--- src/rtl/muldiv_unit.sv ---
// Iterative MULT/MULTU/DIV/DIVU unit with HI/LO registers; result lands WIDTH cycles after start (1 cycle on divide-by-zero).
// No backpressure: start is taken only when idle, and start/mthi/mtlo are dropped while busy.
module muldiv_unit #(
  parameter int WIDTH     = 32,
  parameter bit SIGNED_EN = 1'b1
) (
  input  logic             clk,
  input  logic             reset,
  input  logic             start,
  input  logic [1:0]       op,
  input  logic [WIDTH-1:0] a,
  input  logic [WIDTH-1:0] b,
  input  logic             hiwe,
  input  logic             lowe,
  input  logic [WIDTH-1:0] wd,
  output logic             busy,
  output logic             done,
  output logic             dz,
  output logic [WIDTH-1:0] hi,
  output logic [WIDTH-1:0] lo
);

  localparam int CW = (WIDTH > 2) ? $clog2(WIDTH) : 1;
  localparam logic [CW-1:0] LAST = CW'(WIDTH - 1);

  typedef enum logic {IDLE, RUN} state_t;

  state_t           state;
  logic [CW-1:0]    cnt;
  logic [WIDTH-1:0] acc_hi;
  logic [WIDTH-1:0] acc_lo;
  logic [WIDTH-1:0] dvsr;
  logic             is_div;
  logic             zdiv;
  logic             neg_q;
  logic             neg_r;

  logic             sgn;
  logic             bz;
  logic [WIDTH-1:0] mag_a;
  logic [WIDTH-1:0] mag_b;

  always_comb begin
    sgn   = SIGNED_EN && !op[0];
    bz    = op[1] && (b == '0);
    mag_a = (sgn && a[WIDTH-1]) ? -a : a;
    mag_b = (sgn && b[WIDTH-1]) ? -b : b;
  end

  // One radix-2 step: shift-add for multiply, restoring subtract for divide.
  logic [WIDTH:0]   sum;
  logic [WIDTH:0]   shifted;
  logic [WIDTH-1:0] rem_sub;
  logic             q_bit;
  logic [WIDTH-1:0] nxt_hi;
  logic [WIDTH-1:0] nxt_lo;

  always_comb begin
    sum     = {1'b0, acc_hi} + (acc_lo[0] ? {1'b0, dvsr} : '0);
    shifted = {acc_hi, acc_lo[WIDTH-1]};
    q_bit   = (shifted >= {1'b0, dvsr});
    rem_sub = shifted[WIDTH-1:0] - dvsr;
    if (is_div) begin
      nxt_hi = q_bit ? rem_sub : shifted[WIDTH-1:0];
      nxt_lo = {acc_lo[WIDTH-2:0], q_bit};
    end else begin
      nxt_hi = sum[WIDTH:1];
      nxt_lo = {sum[0], acc_lo[WIDTH-1:1]};
    end
  end

  // Sign fix-up applied to the final step's result as it is committed.
  logic [2*WIDTH-1:0] prod;
  logic [WIDTH-1:0]   res_hi;
  logic [WIDTH-1:0]   res_lo;

  always_comb begin
    prod = {nxt_hi, nxt_lo};
    if (neg_q) prod = -prod;
    if (zdiv) begin
      res_hi = acc_lo;
      res_lo = '1;
    end else if (is_div) begin
      res_hi = neg_r ? -nxt_hi : nxt_hi;
      res_lo = neg_q ? -nxt_lo : nxt_lo;
    end else begin
      res_hi = prod[2*WIDTH-1:WIDTH];
      res_lo = prod[WIDTH-1:0];
    end
  end

  always_ff @(posedge clk or negedge reset) begin
    if (!reset) begin
      state  <= IDLE;
      cnt    <= '0;
      acc_hi <= '0;
      acc_lo <= '0;
      dvsr   <= '0;
      is_div <= 1'b0;
      zdiv   <= 1'b0;
      neg_q  <= 1'b0;
      neg_r  <= 1'b0;
      busy   <= 1'b0;
      done   <= 1'b0;
      dz     <= 1'b0;
      hi     <= '0;
      lo     <= '0;
    end else begin
      done <= 1'b0;
      case (state)
        IDLE: begin
          if (hiwe) hi <= wd;
          if (lowe) lo <= wd;
          if (start) begin
            state  <= RUN;
            busy   <= 1'b1;
            dz     <= 1'b0;
            acc_hi <= '0;
            // A zero divisor keeps the raw dividend and jumps to the final step.
            acc_lo <= bz ? a : mag_a;
            dvsr   <= mag_b;
            is_div <= op[1];
            zdiv   <= bz;
            neg_q  <= sgn && (a[WIDTH-1] ^ b[WIDTH-1]);
            neg_r  <= sgn && a[WIDTH-1];
            cnt    <= bz ? LAST : '0;
          end
        end
        RUN: begin
          if (cnt == LAST) begin
            hi    <= res_hi;
            lo    <= res_lo;
            dz    <= zdiv;
            done  <= 1'b1;
            busy  <= 1'b0;
            cnt   <= '0;
            state <= IDLE;
          end else begin
            acc_hi <= nxt_hi;
            acc_lo <= nxt_lo;
            cnt    <= cnt + CW'(1);
          end
        end
        default: state <= IDLE;
      endcase
    end
  end

endmodule

--- config.mk ---
export PLATFORM = sky130hd
export DESIGN_NAME = muldiv_unit
export DESIGN_NICKNAME = d
export VERILOG_FILES = /design/src/rtl/muldiv_unit.sv
export SDC_FILE = /design/constraint.sdc
export NUM_CORES = 1
export LEC_CHECK = 0
export CAP_MARGIN = 40
export CORE_ASPECT_RATIO = 1.25
export CORE_UTILIZATION = 40
export CTS_CLUSTER_DIAMETER = 120
export CTS_CLUSTER_SIZE = 10
export DETAILED_ROUTE_END_ITERATION = 8
export PLACE_DENSITY = 0.73
export SYNTH_ARGS = -nofsm -noshare
export SYNTH_HDL_FRONTEND = slang
export SYNTH_SLANG_ARGS = --single-unit
--- constraint.sdc ---
create_clock -name clk -period 4.7 [get_ports clk]
set_input_delay 0.94 -clock clk [delete_from_list [all_inputs] [get_ports clk]]
set_output_delay 0.94 -clock clk [all_outputs]
set_load 0.005 [all_outputs]
==> flow_metrics.py <==
metrics = {
    "timing": {
        "skew_ns": 0.01094,
        "setup_tns_ns": 0,
        "postLayoutSetupSlackWorst_ns": 0.1657,
        "max_freq_mhz": 220.5,
        "rsz0062_at_grt": "yes",
        "fin_hold_ws_ns": 0.3522,
        "relSlewSlack": 0.4080,
        "layout_min_cycle_time_ns": 4.534,
        "period_share": 0.9647,
        "finalSetupViolCount": 0,
        "worstMarginPinSlew_ns": 0.8881,
        "hold_viol": 0,
        "drv_slew": 0,
    },
    "yosys": {
        "synthCells": 1967,
        "yosysMostFrequentCell": "nand2_1",
        "ys_warn_count": 0,
        "syn_area_per_cell_sq_um": 7.717,
        "syn_area_sq_um": 15180,
        "ys_types": 82,
        "syn_nets": 2142,
        "yosysTopAreaCell": "dfrtp_1",
        "synth_top_area_frac": 0.2852,
        "synthTopCellsByArea": "dfrtp_1 (29%), o21ai_0 (6.6%), nand2_1 (6.1%)",
        "synth_common_cells": "nand2_1 (245), o21ai_0 (199), a21oi_1 (183)",
        "synth-seq-cells": 173,
        "synthFlopType": "dfrtp_1",
        "synth-edff-count": 0,
        "yosysSeqAreaShare": 0.2852,
        "async_flop_share": 1.000,
    },
    "setup_path": {
        "setup.worst_path.end_class": "flop",
        "rr_startpoint": "acc_lo[0]",
        "crit_path_start_kind": "flop",
        "crit_type": "flop to flop",
        "regToRegSetupSlack_ns": 0.17,
        "crit_required_ns": 5.05,
        "ff2ff_path_depth": 19,
        "worstPathArrival_ns": 4.88,
        "critPathMaxFanout": 14,
        "r2r_end": "hi[30]",
    },
    "placed_design": {
        "portBuffers": 169,
        "place.gp.congestion": 0.9714,
        "dp_cells": 2734,
        "dp_hpwl_um": 44790,
        "dp_slack_ns": -0.01944,
    },
    "pwr": {
        "p_clk_frac": 0.081,
        "p_sw_w": 0.009504,
        "share_comb_of_total_power": 0.762,
        "p_per_area_nw_per_um2": 963.8,
        "p_int_w": 0.009398,
        "p_sw_frac": 0.5028,
        "p_leak_nw": 8.441,
        "vdd_drop_max_v": 0.0004032,
        "pwr-share-seq": 0.157,
    },
    "routing": {
        "drtPass1Iterations": 5,
        "drt.antenna.violating_nets": 0,
        "drt_iter0_drc": 1627,
        "wl_per_cell_um": 20.64,
        "drt-total-wl_um": 57140,
        "vias_per_cell": 5.906,
        "vias": 16350,
        "route.detailed.drc": 0,
    },
    "clock_network": {
        "cts_tree": "yes",
        "htree_levels": 4,
        "cts.path.max_buffers": 2,
        "clk_pin_slew_ns": 0.07,
        "clock_latency_ns": 0.46,
        "cts_root_buf": "clkbuf_16",
        "clock-sinks": 173,
        "cts_buffers": 17,
    },
    "floorplan": {
        "die-width_um": 176.2,
        "io_pins": 170,
        "rows": 79,
        "die_h_um": 219.8,
        "initial_core_util": 0.4073,
        "fp.dieArea_sq_um": 38740,
        "core-area_sq_um": 37260,
    },
    "outcome": {
        "status": "finished clean",
    },
    "global_routing": {
        "grt_max_degree": 79,
        "grt_pass1_wl_um": 88980,
        "grt_pass1_vias": 16080,
        "antenna_found_initial": 0,
        "grt.total_usage": 0.2973,
        "overflow": 0,
    },
    "layout": {
        "drive_gt1_frac": 0.1437,
        "final_cells": 2768,
        "syn2layout_area_growth_pct": 29.20,
        "n_antenna_cell": 0,
        "layout.nets": 2444,
        "fin_util": 0.5263,
    },
    "min_path": {
        "min_path_type": "input port to asynchronous set/reset pin",
    },
    "flow_run": {
        "cap_violations": 0,
    },
}
[layer usage]
metal  GRT usage  share of wire
met5           0              0
met1      0.3659           0.41
met3     0.03899          0.065
met2      0.4976           0.47
met4      0.1713          0.056
[power groups by stage]
stage / clock, W / combinational [W] / sequential [W]
after floorplan: 0 / 0.00848 / 0.00276
after global placement: 0 / 0.0136 / 0.00295
after detailed placement: 0 / 0.0138 / 0.00296
after CTS: 0.00154 / 0.0139 / 0.00294
after global routing: 0.00161 / 0.0157 / 0.00304
final: 0.00154 / 0.0144 / 0.00297
[worst max path at each step]
stage               startpoint         end  slack, ns  depth (start not counted)
floorplan           acc_hi[10]      hi[30]       0.02                         21
global placement          b[6]  acc_lo[27]      -0.04                         14
detailed placement        b[6]  acc_lo[17]      -0.02                         14
CTS                   dvsr[30]      hi[30]       0.02                         20
global route           dvsr[3]      hi[30]      -0.04                         20
finish               acc_lo[0]      hi[30]       0.17                         19
[through the flow]
stage,area (sq um),total power [W]
after floorplan,15180,0.01124
after global placement,18700,0.01652
after detailed placement,18760,0.01675
after CTS,19390,0.01836
after global routing,19610,0.02032
final,19610,0.01890
[placed cells by master (no fill, tap or decap), types with 10 or more instances in the layout]
master,count
a211oi_1,10
a21o_1,31
a21oi_1,179
a22o_1,21
a31oi_1,35
and2_1,39
and3_1,17
buf_4,219
clkbuf_16,17
clkdlybuf4s50_1,168
dfrtp_1,171
ha_1,66
inv_1,64
mux2i_1,59
nand2_1,244
nand2b_1,21
nand3_1,28
nand4_1,18
nor2_1,175
nor2b_1,13
nor3_1,34
nor4_1,12
o211ai_1,17
o21a_1,14
o21ai_0,196
o31ai_1,26
or3_1,14
xnor2_1,84
xor2_1,77
[worst max-delay path, stage by stage (launching register included)]
cell,delay (ns)
dfrtp_1,0.43
buf_4,0.21
and2_1,0.16
ha_1,0.37
and3_1,0.25
nand2_1,0.14
a211oi_1,0.27
buf_4,0.19
o31ai_1,0.10
buf_4,0.17
o31ai_1,0.44
a211o_1,0.23
xnor2_1,0.11
mux2_2,0.20
nand3_1,0.11
nor4_2,0.32
buf_4,0.18
a41oi_1,0.13
xor2_1,0.18
o41ai_2,0.22
[area by class of cell]
cell class / count / area [sq um]
multi-input combinational: 1621 / 10420
tap: 486 / 608.1
clock inverter: 12 / 150.1
clock buffer: 20 / 456.7
sequential: 173 / 4334
timing repair buffer: 391 / 3400
inverter: 65 / 244.0
fill: 3568 / 17650
[sequential cells by signal, summed over array words and instances, names as in the netlist]
name    cells
acc_hi     32
state       1
cnt         5
acc_lo     32
hi         32
lo         32
dvsr       32
busy        1
is_div      1
neg_r       1
done        1
neg_q       1
zdiv        1
dz          1
[cell families after synthesis]
| group | synth area share |
|---|---|
| multiplexers | 0.04261 |
| AND/OR/NAND/NOR | 0.2039 |
| buffers and inverters | 0.04377 |
| flip-flops | 0.2852 |
| AO/OA/AOI/OAI | 0.2713 |
| XOR/XNOR | 0.09290 |
| adder cells (fa/ha/maj) | 0.06034 |
[what timing repair did]
action / in CTS / in global routing
cloned: 0 / 0
setup endpoints to repair: 2 / 23
resized for setup: 4 / 48
hold buffers: 0 / 0
pin swaps: 0 / 4
buffers inserted: 0 / 2
Power figures use the tool's default switching activity.
